`config.mk`:
```
export PLATFORM = sky130hd
export DESIGN_NAME = dfu_boot_helper_flat
export DESIGN_NICKNAME = d
export VERILOG_FILES = /design/src/rtl/dfu_boot_helper_pkg.sv /design/src/rtl/dfu_boot_helper_if.sv /design/src/rtl/btn_debounce.sv /design/src/rtl/dfu_boot_helper.sv /design/src/flat_wrapper.sv
export SDC_FILE = /design/constraint.sdc
export NUM_CORES = 1
export LEC_CHECK = 0
export BUFFER_PORTS_ARGS = -buffer_cell sky130_fd_sc_hd__clkbuf_2
export CAP_MARGIN = 20
export CORE_MARGIN = 2
export CORE_UTILIZATION = 50
export CTS_BUF_LIST = sky130_fd_sc_hd__clkbuf_4
export DETAILED_ROUTE_END_ITERATION = 16
export PLACE_DENSITY = 0.67
export SLEW_MARGIN = 20
export SYNTH_ARGS = -nofsm -noshare
export SYNTH_HDL_FRONTEND = slang
export SYNTH_HIERARCHICAL = 1
export SYNTH_SLANG_ARGS = --single-unit
```
`constraint.sdc`:
```
create_clock -name clk -period 3.9 [get_ports clk]
set_clock_uncertainty 0.2 [all_clocks]
set_input_delay 0.195 -clock clk [delete_from_list [all_inputs] [get_ports clk]]
set_output_delay 0.195 -clock clk [all_outputs]
set_load 0.1 [all_outputs]
```
`src/rtl/dfu_boot_helper_pkg.sv`:
```
// Shared constants for the DFU boot helper: button pad modes, warm-boot
// image numbers and the image a long press selects.
package dfu_boot_helper_pkg;

  localparam int unsigned SEL_W = 2;

  localparam int unsigned BTN_NONE       = 0;
  localparam int unsigned BTN_ACT_HIGH   = 1;
  localparam int unsigned BTN_ACT_LOW    = 2;
  localparam int unsigned BTN_ACT_LOW_PU = 3;

  localparam logic [SEL_W-1:0] IMG_GOLDEN = SEL_W'(0);
  localparam logic [SEL_W-1:0] IMG_DFU    = SEL_W'(1);
  localparam logic [SEL_W-1:0] IMG_APP    = SEL_W'(2);

  localparam int unsigned DFU_MODE_APP = 0;
  localparam int unsigned DFU_MODE_DFU = 1;

  // A long press always jumps to the "other" image.
  function automatic logic [SEL_W-1:0] long_img(input int unsigned dfu_mode);
    return (dfu_mode == DFU_MODE_DFU) ? IMG_APP : IMG_DFU;
  endfunction

endpackage

```
`src/rtl/dfu_boot_helper_if.sv`:
```
// Button / warm-boot signal bundle between the SoC side (master) and the
// boot helper (slave).
interface dfu_boot_helper_if;
  import dfu_boot_helper_pkg::*;

  logic             boot_now;
  logic [SEL_W-1:0] boot_sel;
  logic             btn_pad;
  logic             btn_val;
  logic             rst_req;
  logic             warm_boot;
  logic [SEL_W-1:0] warm_sel;

  modport master (
    output boot_now, boot_sel, btn_pad,
    input  btn_val, rst_req, warm_boot, warm_sel
  );

  modport slave (
    input  boot_now, boot_sel, btn_pad,
    output btn_val, rst_req, warm_boot, warm_sel
  );

endinterface

```
`src/rtl/btn_debounce.sv`:
```
// Two-flop pad synchronizer followed by a debounce counter: the level only
// flips after D consecutive cycles of disagreement with the current level.
module btn_debounce #(
  parameter int unsigned D      = 4,
  parameter bit          INVERT = 1'b0
) (
  input  logic clk,
  input  logic rst,
  input  logic i_pad,
  output logic o_val
);

  localparam int unsigned CNT_W = (D > 1) ? $clog2(D) : 1;

  logic             r_s1;
  logic             r_s2;
  logic             r_val;
  logic [CNT_W-1:0] r_cnt;
  logic             w_differ;

  assign w_differ = (r_s2 != r_val);

  always_ff @(posedge clk) begin
    if (rst) begin
      r_s1  <= 1'b0;
      r_s2  <= 1'b0;
      r_val <= 1'b0;
      r_cnt <= '0;
    end else begin
      r_s1 <= i_pad ^ INVERT;
      r_s2 <= r_s1;
      if (!w_differ) begin
        r_cnt <= '0;
      end else if (r_cnt == CNT_W'(D - 1)) begin
        r_cnt <= '0;
        r_val <= ~r_val;
      end else begin
        r_cnt <= r_cnt + CNT_W'(1);
      end
    end
  end

  assign o_val = r_val;

endmodule

```
`src/rtl/dfu_boot_helper.sv`:
```
// Boot/reset helper: debounced button, short press -> rst_req pulse, long press
// or software request -> sticky warm boot. DFU_HELPER_WARMBOOT_EN adds iCE40 primitives.
module dfu_boot_helper
  import dfu_boot_helper_pkg::*;
#(
  parameter int unsigned TIMER_WIDTH = 24,
  parameter int unsigned BTN_MODE    = 3,
  parameter int unsigned DFU_MODE    = 0
) (
  input logic              clk,
  input logic              rst,
  dfu_boot_helper_if.slave bus
);

  localparam int unsigned            DEB_LEN   = 1 << (TIMER_WIDTH - 8);
  localparam logic [TIMER_WIDTH-1:0] TIMER_MAX = '1;
  localparam logic [SEL_W-1:0]       LONG_IMG  = long_img(DFU_MODE);
  localparam bit                     BTN_EN    = (BTN_MODE != BTN_NONE);

  logic                   w_pad;
  logic                   w_deb_val;
  logic                   w_btn_val;
  logic                   w_sat;
  logic                   w_long;
  logic                   w_fall;
  logic [TIMER_WIDTH-1:0] r_timer;
  logic                   r_sat_d;
  logic                   r_btn_d;
  logic                   r_rst_req;
  logic                   r_warm_boot;
  logic [SEL_W-1:0]       r_warm_sel;

`ifdef DFU_HELPER_WARMBOOT_EN
  generate
    if (BTN_MODE == BTN_ACT_LOW_PU) begin : g_pad_pu
      SB_IO #(.PIN_TYPE(6'b000001), .PULLUP(1'b1)) u_pad_io (
        .PACKAGE_PIN (bus.btn_pad),
        .D_IN_0      (w_pad)
      );
    end else begin : g_pad_plain
      assign w_pad = bus.btn_pad;
    end
  endgenerate
`else
  assign w_pad = bus.btn_pad;
`endif

  btn_debounce #(
    .D      (DEB_LEN),
    .INVERT (BTN_MODE >= BTN_ACT_LOW)
  ) u_debounce (
    .clk   (clk),
    .rst   (rst),
    .i_pad (w_pad),
    .o_val (w_deb_val)
  );

  // With no button fitted the whole press path folds away to constants.
  assign w_btn_val = BTN_EN & w_deb_val;
  assign w_sat     = (r_timer == TIMER_MAX);
  assign w_long    = w_sat & ~r_sat_d;
  assign w_fall    = r_btn_d & ~w_btn_val;

  always_ff @(posedge clk) begin
    if (rst) begin
      r_timer     <= '0;
      r_sat_d     <= 1'b0;
      r_btn_d     <= 1'b0;
      r_rst_req   <= 1'b0;
      r_warm_boot <= 1'b0;
      r_warm_sel  <= '0;
    end else begin
      if (!w_btn_val) begin
        r_timer <= '0;
      end else if (!w_sat) begin
        r_timer <= r_timer + TIMER_WIDTH'(1);
      end
      r_sat_d   <= w_sat;
      r_btn_d   <= w_btn_val;
      r_rst_req <= w_fall & ~w_sat;
      // Software request wins over a simultaneous long press; latch is sticky.
      if (!r_warm_boot) begin
        if (bus.boot_now) begin
          r_warm_boot <= 1'b1;
          r_warm_sel  <= bus.boot_sel;
        end else if (w_long) begin
          r_warm_boot <= 1'b1;
          r_warm_sel  <= LONG_IMG;
        end
      end
    end
  end

`ifdef DFU_HELPER_WARMBOOT_EN
  SB_WARMBOOT u_warmboot (
    .BOOT (r_warm_boot),
    .S1   (r_warm_sel[1]),
    .S0   (r_warm_sel[0])
  );
`endif

  assign bus.btn_val   = w_btn_val;
  assign bus.rst_req   = r_rst_req;
  assign bus.warm_boot = r_warm_boot;
  assign bus.warm_sel  = r_warm_sel;

endmodule

```
`src/flat_wrapper.sv`:
```
// flat-port wrapper written by rule: the top's interface ports become plain ports
module dfu_boot_helper_flat import dfu_boot_helper_pkg::*;
#(
  parameter int unsigned TIMER_WIDTH = 24,
  parameter int unsigned BTN_MODE    = 3,
  parameter int unsigned DFU_MODE    = 0
)
  (clk, rst, bus_boot_now, bus_boot_sel, bus_btn_pad, bus_btn_val, bus_rst_req, bus_warm_boot, bus_warm_sel);
  dfu_boot_helper_if bus_i ();
  input logic clk;
  input logic rst;
  input wire logic [$bits(bus_i.boot_now)-1:0] bus_boot_now;
  input wire logic [$bits(bus_i.boot_sel)-1:0] bus_boot_sel;
  input wire logic [$bits(bus_i.btn_pad)-1:0] bus_btn_pad;
  output wire logic [$bits(bus_i.btn_val)-1:0] bus_btn_val;
  output wire logic [$bits(bus_i.rst_req)-1:0] bus_rst_req;
  output wire logic [$bits(bus_i.warm_boot)-1:0] bus_warm_boot;
  output wire logic [$bits(bus_i.warm_sel)-1:0] bus_warm_sel;
  assign bus_i.boot_now = bus_boot_now;
  assign bus_i.boot_sel = bus_boot_sel;
  assign bus_i.btn_pad = bus_btn_pad;
  assign bus_btn_val = bus_i.btn_val;
  assign bus_rst_req = bus_i.rst_req;
  assign bus_warm_boot = bus_i.warm_boot;
  assign bus_warm_sel = bus_i.warm_sel;
  dfu_boot_helper #(.TIMER_WIDTH(TIMER_WIDTH), .BTN_MODE(BTN_MODE), .DFU_MODE(DFU_MODE)) u_core (.clk(clk), .rst(rst), .bus(bus_i));
endmodule
```
==> results of run 1 <==
## cell type report
cell class              count  area, um^2  share of cell area, %
multi-input cells         189        1200                   48.9
clock buffers               6        45.0                   1.83
flip-flops and latches     49         981                   40.0
inverters                   8        30.0                   1.22
repair buffers             15         100                   4.08
well taps                  52        65.1                   2.65
clock inverters             2        33.8                   1.38
## worst register-to-register path: cells and delay by family, from the launching register on
| kind | cells | cell delay, ns |
|---|---|---|
| AND/OR/NAND/NOR | 3 | 1.31 |
| flip-flops | 1 | 0.44 |
| adder cells (fa/ha/maj) | 1 | 0.24 |
| buffers and inverters | 1 | 0.56 |
| AO/OA/AOI/OAI | 2 | 0.32 |
## per-layer routing
metal,part of all wire [%],wire length (um),GRT usage [%],up-vias
met5,0,0,0,-
met4,1.9,76,7.55,0
met3,2.3,89,4.27,7
met2,43,1690,26.5,12
met1,52,2050,22.2,792
li1,-,-,-,917
## kinds of logic (layout without fill, tap and decap cells)
family / after synthesis / count (layout)
fa+ha+maj: 2 / 2
xor+xnor: 31 / 31
simple gates: 122 / 122
mux: 2 / 2
buf+inv: 16 / 31
flops: 49 / 49
compound gates: 32 / 32
## registers in the layout, indices dropped and copies added (netlist names)
register	flops
u_core/u_debounce/o_val	1
u_core/bus.rst_req	1
u_core/u_debounce/r_s1	1
u_core/u_debounce/r_s2	1
u_core/u_debounce/r_cnt	16
u_core/bus.warm_sel	2
u_core/r_timer	24
u_core/r_btn_d	1
u_core/bus.warm_boot	1
u_core/r_sat_d	1
## how the worst min path moves through the flow
stage	cells after the start	to	slack [ns]	start
2_1_floorplan	1	u_core/u_debounce/r_s1	0.06	bus_btn_pad
3_3_place_gp	2	u_core/u_debounce/r_s1	0.15	bus_btn_pad
3_5_place_dp	2	u_core/u_debounce/r_s1	0.15	bus_btn_pad
4_1_cts	4	u_core/bus.warm_sel[0]	0.07	bus_boot_sel[0]
5_1_grt	4	u_core/bus.warm_sel[0]	0.1	bus_boot_sel[0]
6_report	4	u_core/bus.warm_sel[0]	0.08	bus_boot_sel[0]
## power groups by stage
stage | registers (mW) | logic [mW] | clock network, mW
global placement | 0.518 | 0.0296 | 0
finish | 0.507 | 0.0335 | 0.292
CTS | 0.507 | 0.0338 | 0.302
detailed placement | 0.518 | 0.0297 | 0
floorplan | 0.533 | 0.00812 | 0
global route | 0.507 | 0.0362 | 0.319
## Yosys cell counts, drive strengths merged (2+ instances only)
library cell | n | area share [%]
nand2b | 3 | 0.83
clkbuf | 4 | 0.67
nand3 | 11 | 2.7
a21oi | 14 | 3.1
nor2 | 43 | 7.2
nor4 | 6 | 2.6
and3 | 3 | 0.83
dfxtp | 49 | 44
nand2 | 18 | 3.0
and2 | 3 | 0.83
nand4 | 15 | 4.7
o211ai | 2 | 0.67
a211oi | 4 | 1.3
or2 | 2 | 0.56
or3 | 2 | 0.56
a2111oi | 4 | 2.4
inv | 8 | 1.3
nor2b | 2 | 0.56
o21ai | 3 | 0.67
ha | 2 | 1.1
nor3 | 6 | 1.6
xnor2 | 26 | 10
mux2i | 2 | 0.89
xor2 | 5 | 1.9
and4 | 4 | 1.6
buf | 4 | 1.2
## metrics by stage
stage | utilization [%] | hold WS, ns
2_1_floorplan | - | 0.0617
3_3_place_gp | 53.4 | 0.149
3_5_place_dp | 53.4 | 0.152
4_1_cts | 56.4 | 0.0741
5_1_grt | 56.4 | 0.0969
6_report | 56.4 | 0.0798
==> results.sh, run 1 <==
export IMPL_area_growth_pct=8.94
export IMPL_cts_hold_buf=5
export IMPL_synth_simple_area_share_pct=29.2
export IMPL_r2r_end="u_core/bus.warm_sel[1]"
export IMPL_synth_seq_cells=49
export IMPL_cts_htree_levels=2
export IMPL_p_sw_share_pct=21.3
export IMPL_grt_max_degree=25
export IMPL_p_comb_share_pct=4.0
export IMPL_slowest_delay_ns=0.83
export IMPL_gr_total_overflow=0
export IMPL_worst_setup_path_type="reg -> reg"
export IMPL_clock_root_buffer="clkbuf_4"
export IMPL_cts_sinks=49
export IMPL_die_w_um=71.1
export IMPL_status="finished, final reports clean"
export IMPL_design_area_um2=2450
export IMPL_nNetsFinal=276
export IMPL_fin_tns_setup_ns=0
export IMPL_synthArstFlopShare_pct=0
export IMPL_tightest_slew_ns=0.907
export IMPL_drive_gt1_share_pct=10.8
export IMPL_yosysWarnings=6
export IMPL_io_pins=11
export IMPL_final_common_cell="dfxtp_1"
export IMPL_crit_arrival_ns=3.23
export IMPL_synthFlopType="dfxtp_1"
export IMPL_place_area_um2=2330
export IMPL_place_ws_ns=1.22
export IMPL_grt_usage_pct=17.0
export IMPL_path_depth=7
export IMPL_antenna_left=0
export IMPL_fin_cells=321
export IMPL_mostFrequentLayoutCells="49 x dfxtp_1, 43 x nor2_1, 26 x xnor2_1"
export IMPL_path_buf_inv=1
export IMPL_syn_nets=262
export IMPL_cts_tree="built"
export IMPL_num_vias=1728
export IMPL_first_pass_iters=4
export IMPL_num_antenna_cells=0
export IMPL_post_synth_cell_area_avg_um2=8.87
export IMPL_core_rowCount=24
export IMPL_slew_viol_final=0
export IMPL_dp_cells=308
export IMPL_synth_edf_count=0
export IMPL_port_buffers=10
export IMPL_endpoint="u_core/bus.warm_sel[1]"
export IMPL_post_route_period_util_pct=81.3
export IMPL_synthDistinctLibCells=46
export IMPL_netlist_instances=254
export IMPL_critical_path_cell_chain="ha_1 > nand3_1 > nor4_4 > nand2_1 > o211ai_1 > a21oi_1 > dlygate4sd3_1"
export IMPL_initialDrtViolationCount=64
export IMPL_antenna_found_initial=0
export IMPL_maxCapViolCount=0
export IMPL_hpwl_mm=2.65
export IMPL_r2r_cells=7
export IMPL_synth_top_family_by_area="simple AND/OR/NAND/NOR gates"
export IMPL_crit_path_start="u_core/r_timer[0]"
export IMPL_post_cts_resized=0
export IMPL_yosysSeqAreaShare_pct=43.5
export IMPL_p_sw_mw=0.177
export IMPL_clk_pin_slew_ns=0.13
export IMPL_synthAdderAreaFrac_pct=1.11
export IMPL_rr_startpoint="u_core/r_timer[0]"
export IMPL_syn_area_um2=2250
export IMPL_synthMuxAreaShare_pct=0.888
export IMPL_leakagePower_nw=0.766
export IMPL_timing_fmax_mhz=315
export IMPL_rsz0062_at_grt="no"
export IMPL_clk_latency_ns=0.37
export IMPL_grt_pass1_wl_mm=6.93
export IMPL_p_seq_share_pct=60.9
export IMPL_initial_utilization_pct=51.8
export IMPL_clock_path_buffers=2
export IMPL_globalplace_congestion=0.775
export IMPL_p_int_mw=0.655
export IMPL_cp_max_fo=18
export IMPL_vias_per_cell=5.38
export IMPL_slew_headroom_pct=39.1
export IMPL_cts_buffers=5
export IMPL_hp_class="in -> reg"
export IMPL_cp_required_ns=3.96
export IMPL_fillers=401
export IMPL_powerDensity_nw_per_um2=339
export IMPL_critPathSlowestCell="nor4_4"
export IMPL_dieArea_um2=5060
export IMPL_finalSetupViolations=0
export IMPL_pwr_share_clk_pct=35.1
export IMPL_setup_ws_ns=0.730
export IMPL_critPathCaptureType="flip-flop"
export IMPL_vdd_drop_max_mv=0.199
export IMPL_post_cts_setup_buffer_count=0
export IMPL_path_delay_family="simple AND/OR/NAND/NOR gates"
export IMPL_hold_viol_final=0
export IMPL_r2r_setup_slack_ns=0.73
export IMPL_routed_wl_mm=3.91
export IMPL_grt_pass1_vias=1585
export IMPL_synth_compound_area_share_pct=10.0
export IMPL_total_power_mw=0.832
export IMPL_drc=0
export IMPL_startpoint_type="flip-flop"
export IMPL_finalCriticalPeriod_ns=3.17
export IMPL_wire_per_inst_um=12.2
export IMPL_core_area_um2=4350
export IMPL_synth_xor_area_share_pct=12.0
export IMPL_die_h_um=71.1
Power figures use the tool's default switching activity.
==> inputs of run 2 (changes only) <==
- ABC_AREA: unset -> 1
- clock period: 3.9 -> 3.2 ns (I/O delays scaled with it)
==> run 2 against run 1 <==
Effect of this change:
- flip-flop and latch count unchanged
- synthesized cell count increased by 39%
- die area increased by 7.6%
- area after synthesis increased by 8.1%
- clock power increased by 20%
- sequential share of layout area decreased by 3.7 points
- non-clock buffer count increased by 5
- wire length increased by 29%
- design area increased by 10%
- via count increased by 20%
- utilization increased by 0.87 points
- critical path depth increased by 4
- highest routed layer unchanged
==> results.sh, run 2 <==
export IMPL_synthDistinctLibCells=29
export IMPL_yosysWarnings=6
export IMPL_design_area_um2=2700
export IMPL_grt_max_degree=19
export IMPL_post_cts_resized=0
export IMPL_vdd_drop_max_mv=0.325
export IMPL_gr_total_overflow=0
export IMPL_area_growth_pct=11.0
export IMPL_drive_gt1_share_pct=8.53
export IMPL_num_antenna_cells=0
export IMPL_synthFlopType="dfxtp_1"
export IMPL_die_w_um=73.8
export IMPL_yosysSeqAreaShare_pct=40.3
export IMPL_crit_arrival_ns=2.42
export IMPL_clk_pin_slew_ns=0.14
export IMPL_leakagePower_nw=1.11
export IMPL_fillers=470
export IMPL_powerDensity_nw_per_um2=375
export IMPL_nNetsFinal=383
export IMPL_core_area_um2=4720
export IMPL_rsz0062_at_grt="no"
export IMPL_io_pins=11
export IMPL_final_common_cell="nand2_1"
export IMPL_tightest_slew_ns=0.556
export IMPL_clock_path_buffers=2
export IMPL_synth_seq_cells=49
export IMPL_cts_sinks=49
export IMPL_die_h_um=73.8
export IMPL_total_power_mw=1.01
export IMPL_cp_max_fo=5
export IMPL_whs_path_depth=2
export IMPL_finalSetupViolations=0
export IMPL_slew_viol_final=0
export IMPL_syn_area_um2=2430
export IMPL_grt_usage_pct=20.7
export IMPL_hp_class="reg -> reg"
export IMPL_regMostFlops="u_core/r_timer"
export IMPL_grt_pass1_wl_mm=8.70
export IMPL_r2r_cells=11
export IMPL_clk_latency_ns=0.36
export IMPL_synth_most_common_cell="nand2_1"
export IMPL_port_buffers=10
export IMPL_synth_area_leaders="dfxtp_1 40%, nand2_1 13%, nor2_1 9.9%"
export IMPL_timing_fmax_mhz=426
export IMPL_cts_tree="built"
export IMPL_core_rowCount=25
export IMPL_routed_wl_mm=5.04
export IMPL_slew_headroom_pct=62.9
export IMPL_maxCapViolCount=0
export IMPL_worst_setup_path_type="reg -> reg"
export IMPL_num_vias=2078
export IMPL_utilization_pct=57.2
export IMPL_largest_register_ffs=24
export IMPL_fin_tns_setup_ns=0
export IMPL_antenna_left=0
export IMPL_cts_buffers=5
export IMPL_dieArea_um2=5440
export IMPL_yosysTopAreaCell="dfxtp_1"
export IMPL_globalplace_congestion=0.911
export IMPL_post_synth_cell_area_avg_um2=6.92
export IMPL_clock_root_buffer="clkbuf_4"
export IMPL_post_cts_setup_buffer_count=0
export IMPL_syn_nets=360
export IMPL_cp_required_ns=3.27
export IMPL_place_area_um2=2530
export IMPL_critPathCaptureType="flip-flop"
export IMPL_synthArstFlopShare_pct=0
export IMPL_status="finished, final reports clean"
export IMPL_cts_htree_levels=2
export IMPL_grt_pass1_vias=1940
export IMPL_startpoint_type="flip-flop"
export IMPL_first_pass_iters=4
export IMPL_vias_per_cell=4.70
export IMPL_post_route_period_util_pct=73.4
export IMPL_wire_per_inst_um=11.4
export IMPL_hold_viol_final=0
export IMPL_mostFrequentLayoutCells="85 x nand2_1, 64 x nor2_1, 51 x inv_1"
export IMPL_synth_top_area_share_pct=40.3
export IMPL_finalCriticalPeriod_ns=2.35
export IMPL_hpwl_mm=3.61
export IMPL_drc=0
export IMPL_ys_top_cells_by_count="85 x nand2_1, 64 x nor2_1, 51 x inv_1"
export IMPL_fin_cells=442
export IMPL_initialDrtViolationCount=179
export IMPL_netlist_instances=352
export IMPL_dp_cells=425
export IMPL_initial_utilization_pct=51.5
export IMPL_synth_edf_count=0
export IMPL_antenna_found_initial=0
-- run 2: cells by family after synthesis --
kind of cell / Yosys count / share of synthesized area [%]
xor gates and xnor gates: 20 / 7.19
adders and majority gates: 2 / 1.03
AOI/OAI and AO/OA: 28 / 6.53
and+or+nand+nor: 196 / 35.2
buffers and inverters: 57 / 9.76
DFF: 49 / 40.3
-- run 2: what timing repair did --
item | in CTS | in global routing
endpoints found under the hold margin | 8 | 0
hold buffers | 10 | 0
setup endpoints to repair | 0 | 0
-- run 2: worst paths after layout --
kind	start	to	slack (ns)
worst max-delay path	u_core/r_timer[0]	u_core/bus.warm_sel[1]	0.85
worst min-delay path	u_core/u_debounce/r_s1	u_core/u_debounce/r_s2	0.21
worst max register to register	u_core/r_timer[0]	u_core/bus.warm_sel[1]	0.85
worst min register to register	u_core/u_debounce/r_s1	u_core/u_debounce/r_s2	0.21
-- run 2: area by class of cell --
cell class / instances / area [um^2] / area share (%)
clock buffer: 5 / 37.5 / 1.39
sequential: 49 / 981 / 36.3
inverter: 53 / 200 / 7.40
timing repair buffer: 20 / 150 / 5.55
multi-input combinational: 246 / 1220 / 45.0
tap: 67 / 83.8 / 3.10
clock inverter: 2 / 35.0 / 1.30
-- run 2: metal layers --
metal	vias up	wire length, um	global-route usage [%]
li1	1127	-	-
met1	888	2720	31.1
met2	53	1980	28.8
met3	10	226	4.25
met4	0	121	8.08
met5	-	0	0
-- run 2: worst max-delay path, stage by stage, from the launching register on --
cell           delay (ns)
dfxtp_1              0.38
ha_1                 0.28
inv_2                0.08
nor2_4               0.16
nand2_4              0.09
nor2_4               0.14
nand3_1              0.10
nand2_1              0.09
nand2_1              0.08
nand2_1              0.07
a21oi_1              0.05
dlygate4sd3_1        0.55
-- run 2: per-stage QoR --
| step | worst slack [ns] | hold WS [ns] |
|---|---|---|
| after global placement | 1.39 | 0.113 |
| after CTS | 0.873 | 0.215 |
| after global routing | 0.689 | 0.237 |
| after floorplan | 1.01 | 0.0267 |
| after detailed placement | 1.33 | 0.123 |
| final | 0.851 | 0.213 |
-- run 2: report_power, final --
group | internal (mW) | switching [mW]
Clock | 0.159 | 0.192
Sequential | 0.614 | 0.00264
Combinational | 0.0161 | 0.0308
